[src/rtl/lsu_pkg.sv]
// lsu_pkg: shared memory op codes, RISC-V funct3 values, mcause codes and FSM states for the LSU
package lsu_pkg;

    // Memory port op_code is {write, size}; the word store is 111 so 110 is never driven.
    localparam logic [2:0] MEM_LB  = 3'b000;
    localparam logic [2:0] MEM_LH  = 3'b001;
    localparam logic [2:0] MEM_LW  = 3'b010;
    localparam logic [2:0] MEM_NOP = 3'b011;
    localparam logic [2:0] MEM_SB  = 3'b100;
    localparam logic [2:0] MEM_SH  = 3'b101;
    localparam logic [2:0] MEM_SW  = 3'b111;

    localparam logic [2:0] F3_LB  = 3'b000;
    localparam logic [2:0] F3_LH  = 3'b001;
    localparam logic [2:0] F3_LW  = 3'b010;
    localparam logic [2:0] F3_LBU = 3'b100;
    localparam logic [2:0] F3_LHU = 3'b101;
    localparam logic [2:0] F3_SB  = 3'b000;
    localparam logic [2:0] F3_SH  = 3'b001;
    localparam logic [2:0] F3_SW  = 3'b010;

    localparam logic [3:0] CAUSE_ILLEGAL          = 4'd2;
    localparam logic [3:0] CAUSE_LOAD_MISALIGNED  = 4'd4;
    localparam logic [3:0] CAUSE_LOAD_FAULT       = 4'd5;
    localparam logic [3:0] CAUSE_STORE_MISALIGNED = 4'd6;
    localparam logic [3:0] CAUSE_STORE_FAULT      = 4'd7;

    localparam logic [1:0] ST_IDLE   = 2'd0;
    localparam logic [1:0] ST_ACCESS = 2'd1;
    localparam logic [1:0] ST_RESP   = 2'd2;

endpackage

[src/rtl/lsu_if.sv]
// lsu_if: bundle of the LSU's EX request, data-memory port, writeback and exception signals
//   master: the LSU side (accepts EX requests, drives memory, produces writeback/exceptions)
//   slave : the surrounding core/memory side
interface lsu_if #(
    parameter int AW   = 14,
    parameter int XLEN = 32
);
    logic            ex_valid;
    logic            ex_ready;
    logic            ex_store;
    logic [2:0]      ex_funct3;
    logic [XLEN-1:0] ex_base;
    logic [XLEN-1:0] ex_offset;
    logic [XLEN-1:0] ex_wdata;
    logic [4:0]      ex_rd;
    logic [2:0]      op_code;
    logic [AW-1:0]   rwaddr;
    logic [XLEN-1:0] wdata;
    logic            stall;
    logic [XLEN-1:0] rdata;
    logic            wb_valid;
    logic            wb_ready;
    logic [4:0]      wb_rd;
    logic [XLEN-1:0] wb_data;
    logic            store_done;
    logic            exc_valid;
    logic [3:0]      exc_cause;
    logic [XLEN-1:0] exc_tval;

    modport master (
        input  ex_valid, ex_store, ex_funct3, ex_base, ex_offset, ex_wdata, ex_rd, rdata, wb_ready,
        output ex_ready, op_code, rwaddr, wdata, stall, wb_valid, wb_rd, wb_data,
               store_done, exc_valid, exc_cause, exc_tval
    );

    modport slave (
        output ex_valid, ex_store, ex_funct3, ex_base, ex_offset, ex_wdata, ex_rd, rdata, wb_ready,
        input  ex_ready, op_code, rwaddr, wdata, stall, wb_valid, wb_rd, wb_data,
               store_done, exc_valid, exc_cause, exc_tval
    );
endinterface

[src/rtl/lsu_load_ext.sv]
// lsu_load_ext: funct3-driven sign/zero extension of right-justified memory read data
//   funct3: load kind (LB/LH/LW/LBU/LHU)
//   rdata : raw memory read data, zero-filled above the accessed size
//   data  : extended load result
module lsu_load_ext
    import lsu_pkg::*;
#(
    parameter int XLEN = 32
) (
    input  logic [2:0]      funct3,
    input  logic [XLEN-1:0] rdata,
    output logic [XLEN-1:0] data
);
    always_comb
        data = funct3 == F3_LB  ? {{(XLEN-8){rdata[7]}}, rdata[7:0]} :
               funct3 == F3_LH  ? {{(XLEN-16){rdata[15]}}, rdata[15:0]} :
               funct3 == F3_LBU ? {{(XLEN-8){1'b0}}, rdata[7:0]} :
               funct3 == F3_LHU ? {{(XLEN-16){1'b0}}, rdata[15:0]} :
               rdata;
endmodule

[src/rtl/lsu_stage.sv]
// lsu_stage: load/store unit between EX and data memory with address checks and writeback handshake
//   clk : core clock
//   nrst: synchronous active-high reset
//   bus : lsu_if.master carrying EX request, memory port, writeback and exception outputs
module lsu_stage
    import lsu_pkg::*;
#(
    parameter int AW   = 14,
    parameter int XLEN = 32
) (
    input  logic  clk,
    input  logic  nrst,
    lsu_if.master bus
);
    logic [1:0]      state;
    logic [2:0]      op_q;
    logic [2:0]      f3_q;
    logic [AW-1:0]   addr_q;
    logic [XLEN-1:0] wd_q;
    logic [4:0]      rd_q;
    logic            wb_valid_q;
    logic [4:0]      wb_rd_q;
    logic [XLEN-1:0] wb_data_q;
    logic            store_done_q;
    logic            exc_valid_q;
    logic [3:0]      exc_cause_q;
    logic [XLEN-1:0] exc_tval_q;
    logic [XLEN-1:0] addr;
    logic [XLEN-1:0] ext;
    logic [XLEN-1:0] wd_masked;
    logic [2:0]      mem_op;
    logic [3:0]      cause;
    logic            illegal;
    logic            misaligned;
    logic            out_range;
    logic            fail;
    logic            accept;

    lsu_load_ext #(.XLEN(XLEN)) u_ext (
        .funct3(f3_q),
        .rdata (bus.rdata),
        .data  (ext)
    );

    // Checks are prioritised illegal > misaligned > out of range; later ones only matter if earlier pass.
    always_comb begin
        addr       = bus.ex_base + bus.ex_offset;
        illegal    = bus.ex_store ? bus.ex_funct3 > F3_SW
                                  : bus.ex_funct3[1:0] == 2'b11 || bus.ex_funct3 == 3'b110;
        misaligned = (bus.ex_funct3[1:0] == 2'b01 && addr[0]) ||
                     (bus.ex_funct3[1:0] == 2'b10 && addr[1:0] != 2'b00);
        out_range  = |addr[XLEN-1:AW];
        fail       = illegal || misaligned || out_range;
        cause      = illegal    ? CAUSE_ILLEGAL :
                     misaligned ? (bus.ex_store ? CAUSE_STORE_MISALIGNED : CAUSE_LOAD_MISALIGNED) :
                                  (bus.ex_store ? CAUSE_STORE_FAULT : CAUSE_LOAD_FAULT);
        mem_op     = !bus.ex_store                  ? {1'b0, bus.ex_funct3[1:0]} :
                     bus.ex_funct3[1:0] == 2'b10    ? MEM_SW :
                                                      {1'b1, bus.ex_funct3[1:0]};
        wd_masked  = bus.ex_funct3[1:0] == 2'b00 ? XLEN'(bus.ex_wdata[7:0]) :
                     bus.ex_funct3[1:0] == 2'b01 ? XLEN'(bus.ex_wdata[15:0]) :
                                                   bus.ex_wdata;
    end

    // A held, unaccepted result blocks new requests so it cannot be overwritten.
    assign bus.ex_ready   = state == ST_IDLE && !(wb_valid_q && !bus.wb_ready);
    assign accept         = bus.ex_valid && bus.ex_ready;
    assign bus.op_code    = state == ST_ACCESS ? op_q : MEM_NOP;
    assign bus.stall      = state != ST_ACCESS;
    assign bus.rwaddr     = addr_q;
    assign bus.wdata      = wd_q;
    assign bus.wb_valid   = wb_valid_q;
    assign bus.wb_rd      = wb_rd_q;
    assign bus.wb_data    = wb_data_q;
    assign bus.store_done = store_done_q;
    assign bus.exc_valid  = exc_valid_q;
    assign bus.exc_cause  = exc_cause_q;
    assign bus.exc_tval   = exc_tval_q;

    always_ff @(posedge clk) begin
        if (nrst) begin
            state        <= ST_IDLE;
            op_q         <= MEM_NOP;
            f3_q         <= '0;
            addr_q       <= '0;
            wd_q         <= '0;
            rd_q         <= '0;
            wb_valid_q   <= 1'b0;
            wb_rd_q      <= '0;
            wb_data_q    <= '0;
            store_done_q <= 1'b0;
            exc_valid_q  <= 1'b0;
            exc_cause_q  <= '0;
            exc_tval_q   <= '0;
        end else begin
            exc_valid_q  <= accept && fail;
            store_done_q <= state == ST_ACCESS && op_q[2];
            if (accept && fail) begin
                exc_cause_q <= cause;
                exc_tval_q  <= addr;
            end
            if (state == ST_RESP) begin
                wb_valid_q <= 1'b1;
                wb_data_q  <= ext;
                wb_rd_q    <= rd_q;
            end else if (wb_valid_q && bus.wb_ready) begin
                wb_valid_q <= 1'b0;
            end
            if (state == ST_IDLE && accept && !fail) begin
                op_q   <= mem_op;
                f3_q   <= bus.ex_funct3;
                addr_q <= addr[AW-1:0];
                wd_q   <= wd_masked;
                rd_q   <= bus.ex_rd;
                state  <= ST_ACCESS;
            end else if (state == ST_ACCESS) begin
                state <= op_q[2] ? ST_IDLE : ST_RESP;
            end else if (state == ST_RESP) begin
                state <= ST_IDLE;
            end
        end
    end
endmodule

[src/flat_wrapper.sv]
// flat-port wrapper written by rule: the top's interface ports become plain ports
module lsu_stage_flat import lsu_pkg::*;
#(
    parameter int AW   = 14,
    parameter int XLEN = 32
)
  (clk, nrst, bus_ex_valid, bus_ex_store, bus_ex_funct3, bus_ex_base, bus_ex_offset, bus_ex_wdata, bus_ex_rd, bus_rdata, bus_wb_ready, bus_ex_ready, bus_op_code, bus_rwaddr, bus_wdata, bus_stall, bus_wb_valid, bus_wb_rd, bus_wb_data, bus_store_done, bus_exc_valid, bus_exc_cause, bus_exc_tval);
  lsu_if #(.AW(AW), .XLEN(XLEN)) bus_i ();
  input  logic clk;
  input  logic nrst;
  input wire logic [$bits(bus_i.ex_valid)-1:0] bus_ex_valid;
  input wire logic [$bits(bus_i.ex_store)-1:0] bus_ex_store;
  input wire logic [$bits(bus_i.ex_funct3)-1:0] bus_ex_funct3;
  input wire logic [$bits(bus_i.ex_base)-1:0] bus_ex_base;
  input wire logic [$bits(bus_i.ex_offset)-1:0] bus_ex_offset;
  input wire logic [$bits(bus_i.ex_wdata)-1:0] bus_ex_wdata;
  input wire logic [$bits(bus_i.ex_rd)-1:0] bus_ex_rd;
  input wire logic [$bits(bus_i.rdata)-1:0] bus_rdata;
  input wire logic [$bits(bus_i.wb_ready)-1:0] bus_wb_ready;
  output wire logic [$bits(bus_i.ex_ready)-1:0] bus_ex_ready;
  output wire logic [$bits(bus_i.op_code)-1:0] bus_op_code;
  output wire logic [$bits(bus_i.rwaddr)-1:0] bus_rwaddr;
  output wire logic [$bits(bus_i.wdata)-1:0] bus_wdata;
  output wire logic [$bits(bus_i.stall)-1:0] bus_stall;
  output wire logic [$bits(bus_i.wb_valid)-1:0] bus_wb_valid;
  output wire logic [$bits(bus_i.wb_rd)-1:0] bus_wb_rd;
  output wire logic [$bits(bus_i.wb_data)-1:0] bus_wb_data;
  output wire logic [$bits(bus_i.store_done)-1:0] bus_store_done;
  output wire logic [$bits(bus_i.exc_valid)-1:0] bus_exc_valid;
  output wire logic [$bits(bus_i.exc_cause)-1:0] bus_exc_cause;
  output wire logic [$bits(bus_i.exc_tval)-1:0] bus_exc_tval;
  assign bus_i.ex_valid = bus_ex_valid;
  assign bus_i.ex_store = bus_ex_store;
  assign bus_i.ex_funct3 = bus_ex_funct3;
  assign bus_i.ex_base = bus_ex_base;
  assign bus_i.ex_offset = bus_ex_offset;
  assign bus_i.ex_wdata = bus_ex_wdata;
  assign bus_i.ex_rd = bus_ex_rd;
  assign bus_i.rdata = bus_rdata;
  assign bus_i.wb_ready = bus_wb_ready;
  assign bus_ex_ready = bus_i.ex_ready;
  assign bus_op_code = bus_i.op_code;
  assign bus_rwaddr = bus_i.rwaddr;
  assign bus_wdata = bus_i.wdata;
  assign bus_stall = bus_i.stall;
  assign bus_wb_valid = bus_i.wb_valid;
  assign bus_wb_rd = bus_i.wb_rd;
  assign bus_wb_data = bus_i.wb_data;
  assign bus_store_done = bus_i.store_done;
  assign bus_exc_valid = bus_i.exc_valid;
  assign bus_exc_cause = bus_i.exc_cause;
  assign bus_exc_tval = bus_i.exc_tval;
  lsu_stage #(.AW(AW), .XLEN(XLEN)) u_core (.clk(clk), .nrst(nrst), .bus(bus_i));
endmodule
[config.mk]
export PLATFORM = sky130hd
export DESIGN_NAME = lsu_stage_flat
export DESIGN_NICKNAME = d
export VERILOG_FILES = /design/src/rtl/lsu_pkg.sv /design/src/rtl/lsu_if.sv /design/src/rtl/lsu_load_ext.sv /design/src/rtl/lsu_stage.sv /design/src/flat_wrapper.sv
export SDC_FILE = /design/constraint.sdc
export NUM_CORES = 1
export LEC_CHECK = 0
export BUFFER_PORTS_ARGS = -buffer_cell sky130_fd_sc_hd__buf_2
export CAP_MARGIN = 20
export CORE_MARGIN = 4
export CORE_UTILIZATION = 30
export CTS_BUF_LIST = sky130_fd_sc_hd__clkbuf_4 sky130_fd_sc_hd__clkbuf_8
export CTS_CLUSTER_SIZE = 16
export DETAILED_ROUTE_END_ITERATION = 8
export PLACE_DENSITY = 0.62
export SKIP_LAST_GASP = 1
export SLEW_MARGIN = 15
export SYNTH_ARGS = -nofsm -noshare
export SYNTH_HDL_FRONTEND = slang
export SYNTH_HIERARCHICAL = 1
export SYNTH_SLANG_ARGS = --single-unit
[constraint.sdc]
create_clock -name clk -period 3.7 [get_ports clk]
set_input_delay 0.185 -clock clk [delete_from_list [all_inputs] [get_ports clk]]
set_output_delay 0.185 -clock clk [all_outputs]
set_load 0.02 [all_outputs]
======== After elaboration in Yosys (flattened, before gate mapping) ========
Index checks and enable logic that the tools add are counted.
storage, ports and cells
  register bits ........................... 135
cells by class
  reduce and logical (&&, ||, !) cells .... 26
  muxes and demuxes ....................... 20
  equality and inequality tests ........... 10
  magnitude comparators ................... 1
  add/subtract/negate cells ............... 1
operators with widths
  cell                  count
  $mux W32              6
  $add A32 B32 Y32      1
  $reduce_or A18 Y1     1
  $mux W2               6
  $logic_and A1 B1 Y1   10
  $eq A3 B3 Y1 const B  3
  $mux W4               2
  $eq A2 B2 Y1 const B  3
  $mux W3               2
  $reduce_bool A2 Y1    3
  $eq A2 B1 Y1 const B  2
  $logic_not A2 Y1      2
  $logic_or A1 B1 Y1    4
  $mux W1               4
  $eq A3 B1 Y1 const B  1
  $gt A3 B2 Y1 const B  1
  $logic_not A1 Y1      3
  $logic_not A3 Y1      1
  $reduce_bool A3 Y1    1
  $ne A2 B1 Y1 const B  1
  $reduce_or A2 Y1      1

======== Depth between registers and ports, before layout ========
  word-level depth ........................ 9
  depth in mapped cells ................... 16

======== Hierarchy ========
Netlist, hierarchy kept.
modules (own cells, without submodules)
  module        instances  cells an instance  area each (um2)  sequential area each (um2)
  lsu_stage     1          838                7176.9           2682.6
  lsu_load_ext  1          67                 364.1            0.0

======== Worst setup path before layout ========
Ideal clock, no wire load.
  path kind ............................... input to register
  start point ............................. input port bus_ex_base[0]
  end point ............................... register u_core.exc_tval_q[4], in the netlist u_core/bus.exc_tval[4]
  data arrival time ....................... 3.490 ns
  required time ........................... 3.577 ns
  buffers on the path ..................... 2
  stages on the path ...................... 15
  setup slack ............................. 0.086 ns
  path through ............................ ha_1 > inv_1 > fa_1 > nand2b_1 > a21oi_1 > o211ai_1 > o311a_1 > o31ai_1 > xor2_1 > or4_4 > nor4b_1 > buf_2 > a21o_1 > buf_6 > mux2_1
on the way
  longest elaborated chain between the ends .. 7
  elaborated cells on any way between the ends .. 9
  those cells by class .................... add/sub: 1; reduce/logical: 8
ends and longest elaborated chain
  what                              RTL line            source
  from (decl)                       flat_wrapper.sv:14  input wire logic [$bits(bus_i.ex_base)-1:0] bus_ex_base;
  $add A32 B32 Y32 *                lsu_stage.sv:47     addr = bus.ex_base + bus.ex_offset;
  $reduce_bool A2 Y1                lsu_stage.sv:51     (bus.ex_funct3[1:0] == 2'b10 && addr[1:0] != 2'b00);
  $logic_and A1 B1 Y1               lsu_stage.sv:51
  $logic_or A1 B1 Y1                lsu_stage.sv:50     misaligned = (bus.ex_funct3[1:0] == 2'b01 && addr[0]) ||
  $logic_or A1 B1 Y1 (2 in series)  lsu_stage.sv:53     fail = illegal || misaligned || out_range;
  $logic_and A1 B1 Y1               lsu_stage.sv:98     if (accept && fail) begin
  to (signal assigned)              lsu_stage.sv:100    exc_tval_q <= addr;
  to (decl)                         lsu_stage.sv:27     logic [XLEN-1:0] exc_tval_q;
Mark *: on every way between the ends. The rest lies on a longest branch, timed or not.
A chain may end at the register's enable or synchronous reset.

======== Worst setup path in the final report ========
  start point ............................. input port bus_ex_base[0]
  end point ............................... register u_core.op_q[2]
on the way
  longest elaborated chain between the ends .. 8
  elaborated cells on any way between the ends .. 10
  those cells by class .................... add/sub: 1; reduce/logical: 9
ends and longest elaborated chain
  what                   RTL line          source
  $add A32 B32 Y32 *     lsu_stage.sv:47
  $reduce_bool A2 Y1     lsu_stage.sv:51
  $logic_and A1 B1 Y1    lsu_stage.sv:51
  $logic_or A1 B1 Y1     lsu_stage.sv:50
  $logic_or A1 B1 Y1     lsu_stage.sv:53
  $logic_or A1 B1 Y1 *   lsu_stage.sv:53
  $logic_not A1 Y1 *     lsu_stage.sv:109  if (state == ST_IDLE && accept && !fail) begin
  $logic_and A1 B1 Y1 *  lsu_stage.sv:109
  to (signal assigned)   lsu_stage.sv:110  op_q <= mem_op;
  to (decl)              lsu_stage.sv:16   logic [2:0] op_q;
Marks and branches as above.

==> flow_summary.yaml <==
pwr:
  switchingPower_mw: 1.22
  peakVddDrop_uv: 174
  seqPwrFrac_pct: 38.8
  p_leak_nw: 4.80
  pwr-share-clk_pct: 35.2
  powerDensity_nw_per_um2: 367
  p_sw_share_pct: 31.1
  internal_power_mw: 2.69
  comb_power_share_pct: 26.0
placed_design:
  finalWeightedCongestion: 0.891
  portBuffers: 266
  dpl.hpwl_um: 19800
  dp_slack_ps: -441
clock_network:
  cts_max_level: 4
  cts_max_path_buffers: 2
  cts.sinks: 134
  tritoncts.num_buffers: 17
  ctsRootBufferMaster: "sky130_fd_sc_hd__clkbuf_8"
  insertion_delay_ps: 440
  clk_transition_reported_paths_ps: 80
  cts_tree: "yes"
worst_setup_path:
  setup.worst_path.end_class: "flip-flop"
  worst_ep_arrival_time_ps: 3840
  startpoint_type: "input pin"
  worst-setup-path-type: "input pin to flip-flop"
  worstPathMaxFanout: 41
  critical_path_required_ps: 3970
run:
  drv_cap: 0
die:
  dieWidth_um: 167
  initial_util_pct: 30.7
  ioPinCount: 268
  cell_row_count: 57
  fp.coreArea_um2: 24500
  floorplan.die_area_um2: 27700
  die_h_um: 167
route:
  routed_wirelength_um: 26100
  post_drt_wl_per_cell_um: 16.3
  remaining_routing_drc_violations: 0
  vias: 7814
  detail_route.iter0.violations: 451
  ant_nets: 0
  routed_via_density: 4.88
  drt_pass1_iterations: 7
sta:
  tns_ps: 0
  layout_worst_path_cycle_share_pct: 96.4
  timing.final.setup_violations: 0
  fin_worst_skew_ps: 16.4
  fmax_mhz: 280
  fin_crit_ps: 3570
  timing_hold_violations_final: 0
  worst_slew_margin_rel_pct: 24.2
  final_critical_path_setup_slack_ps: 131
  transition_at_the_pin_with_the_smallest_max_transition_slack_ps: 1140
  timing_max_transition_violations_final: 0
  timing.hold.ws_ps: 31.2
synth:
  synth-main-ff-cell: "sky130_fd_sc_hd__dfxtp_1"
  synth_cells: 905
  synth_cell_type_count: 70
  synth.area.top_cells: "sky130_fd_sc_hd__dfxtp_1 (36%), sky130_fd_sc_hd__mux2i_1 (8.4%), sky130_fd_sc_hd__ha_1 (5.6%), sky130_fd_sc_hd__nand2_1 (5.4%), sky130_fd_sc_hd__a21oi_1 (5.2%)"
  synth_area_um2: 7540
  sequential_area_share_after_synthesis_pct: 35.6
  synth_top_cell_area_share_pct: 35.6
  synth_edf_count: 0
  yosysMostFrequentCell: "sky130_fd_sc_hd__dfxtp_1"
  synth.yosys.warnings: 6
  synth_async_sr_flop_share_pct: 0
  syn_area_per_cell_um2: 8.33
  synth.net_count: 1081
  synth_commonest_cells: "sky130_fd_sc_hd__dfxtp_1 (134), sky130_fd_sc_hd__nand2_1 (109), sky130_fd_sc_hd__a21oi_1 (78)"
  synth_area_leader_cell: "sky130_fd_sc_hd__dfxtp_1"
  ys_seq_elements: 134
final_layout:
  n_antenna_cell: 0
  finalNetCount: 1443
  final_core_util_pct: 43.3
  syn_to_final_growth_pct: 40.9
  drive_gt1_share_pct: 35.4
  final.fill_count: 2470
  ff_latch_area_um2: 2680
  multi_input_comb_area_um2: 4410
min_path:
  holdCritPathClass: "input pin to flip-flop"
grt:
  grt_antenna_before_repair: 1
  global_route_wire_length_before_repair_um: 40700
  grt_pass1_vias: 7764
  globalRouteTotalUtil_pct: 17.9
  grt_overflow: 0
  pin_count_of_the_biggest_net_entering_global_routing: 99
status:
  status: "finished clean"
[worst paths after layout]
path                                               from                 endpoint  slack (ps)  depth (start not counted)
worst max register to register          u_core/state[0]  u_core/bus.exc_cause[2]        1430                          6
worst max-delay path                     bus_ex_base[0]           u_core/op_q[2]         130                         15
worst min register to register  u_core/bus.exc_cause[1]  u_core/bus.exc_cause[1]         460                          2
worst min-delay path                   bus_ex_wdata[25]     u_core/bus.wdata[25]          30                          3
[stage by stage]
step	cells	power, mW	instance area [µm²]
6_report	1602	3.90	10600
4_1_cts	1602	3.95	10600
3_5_place_dp	1533	2.53	9790
5_1_grt	1602	4.10	10600
2_1_floorplan	905	2.07	7540
3_3_place_gp	1533	2.52	9790
[power by group through the flow]
stage | sequential, mW | combinational [mW] | clock [mW]
after CTS | 1.51 | 1.02 | 1.42
after detailed placement | 1.55 | 0.980 | 0
final | 1.51 | 1.01 | 1.38
after global placement | 1.55 | 0.977 | 0
after floorplan | 1.60 | 0.477 | 0
after global routing | 1.52 | 1.11 | 1.47
[cell families after synthesis]
group / count (synthesis) / synth area share, %
buffers and inverters: 88 / 6.35
and+or+nand+nor: 291 / 18.0
xor gates and xnor gates: 28 / 3.25
adders and majority gates: 35 / 5.91
DFF: 134 / 35.6
AOI/OAI and AO/OA: 258 / 21.4
muxes: 70 / 9.56
other: 1 / 0.0497
[critical path, stage by stage]
cell	delay (ps)
sky130_fd_sc_hd__buf_2	80
sky130_fd_sc_hd__ha_1	150
sky130_fd_sc_hd__inv_1	60
sky130_fd_sc_hd__fa_1	380
sky130_fd_sc_hd__nand2b_1	220
sky130_fd_sc_hd__a21oi_2	180
sky130_fd_sc_hd__o211ai_1	170
sky130_fd_sc_hd__o311a_1	380
sky130_fd_sc_hd__buf_4	150
sky130_fd_sc_hd__xnor2_1	140
sky130_fd_sc_hd__or4_4	490
sky130_fd_sc_hd__or4b_2	750
sky130_fd_sc_hd__buf_12	220
sky130_fd_sc_hd__o21ai_0	180
sky130_fd_sc_hd__a21oi_1	80
[sequential cells by signal, indices dropped and copies added, names as in the netlist, 3 cells and up]
register / cells
u_core/bus.exc_cause: 3
u_core/bus.exc_tval: 32
u_core/bus.rwaddr: 14
u_core/bus.wb_data: 32
u_core/bus.wb_rd: 5
u_core/bus.wdata: 32
u_core/f3_q: 3
u_core/op_q: 3
u_core/rd_q: 5
[timing repair]
item                       in CTS  in global routing
gates resized for setup         0                  5
hold buffers                   39                  0
setup endpoints to repair       0                 72
buffers inserted                0                  0
hold endpoints to repair       39                  0
[layout by cell type (no fill, tap or decap), types with 8 or more instances in the layout]
| master | n |
|---|---|
| sky130_fd_sc_hd__dlygate4sd3_1 | 39 |
| sky130_fd_sc_hd__a21oi_1 | 77 |
| sky130_fd_sc_hd__nor2_1 | 73 |
| sky130_fd_sc_hd__nand2b_1 | 8 |
| sky130_fd_sc_hd__xnor2_1 | 15 |
| sky130_fd_sc_hd__nand2_1 | 109 |
| sky130_fd_sc_hd__nand4_1 | 21 |
| sky130_fd_sc_hd__dfxtp_1 | 134 |
| sky130_fd_sc_hd__ha_1 | 33 |
| sky130_fd_sc_hd__nor3_1 | 8 |
| sky130_fd_sc_hd__nand3_1 | 29 |
| sky130_fd_sc_hd__a21o_1 | 8 |
| sky130_fd_sc_hd__mux2i_1 | 63 |
| sky130_fd_sc_hd__buf_2 | 265 |
| sky130_fd_sc_hd__xor2_1 | 13 |
| sky130_fd_sc_hd__inv_1 | 13 |
| sky130_fd_sc_hd__clkbuf_8 | 17 |
| sky130_fd_sc_hd__o211ai_2 | 14 |
| sky130_fd_sc_hd__o21ai_1 | 56 |
| sky130_fd_sc_hd__buf_4 | 106 |
| sky130_fd_sc_hd__o21ai_0 | 50 |
[per-layer routing]
layer	routed length [µm]	share of wire [%]	vias to the layer above	track usage (%)
met5	13	0.050	-	0
met4	358	1.4	2	5.02
met3	1660	6.4	25	4.27
met2	12300	47	285	30.6
met1	11700	45	3568	22.7
li1	-	-	3934	-
[layout make-up]
type | instances | area share (%)
multi-input combinational | 683 | 41.5
sequential | 134 | 25.2
timing repair buffer | 417 | 24.9
tap | 324 | 3.81
clock buffer | 17 | 2.20
clock inverter | 13 | 1.85
inverter | 14 | 0.494
No activity file was read; power rests on OpenSTA's default activity.
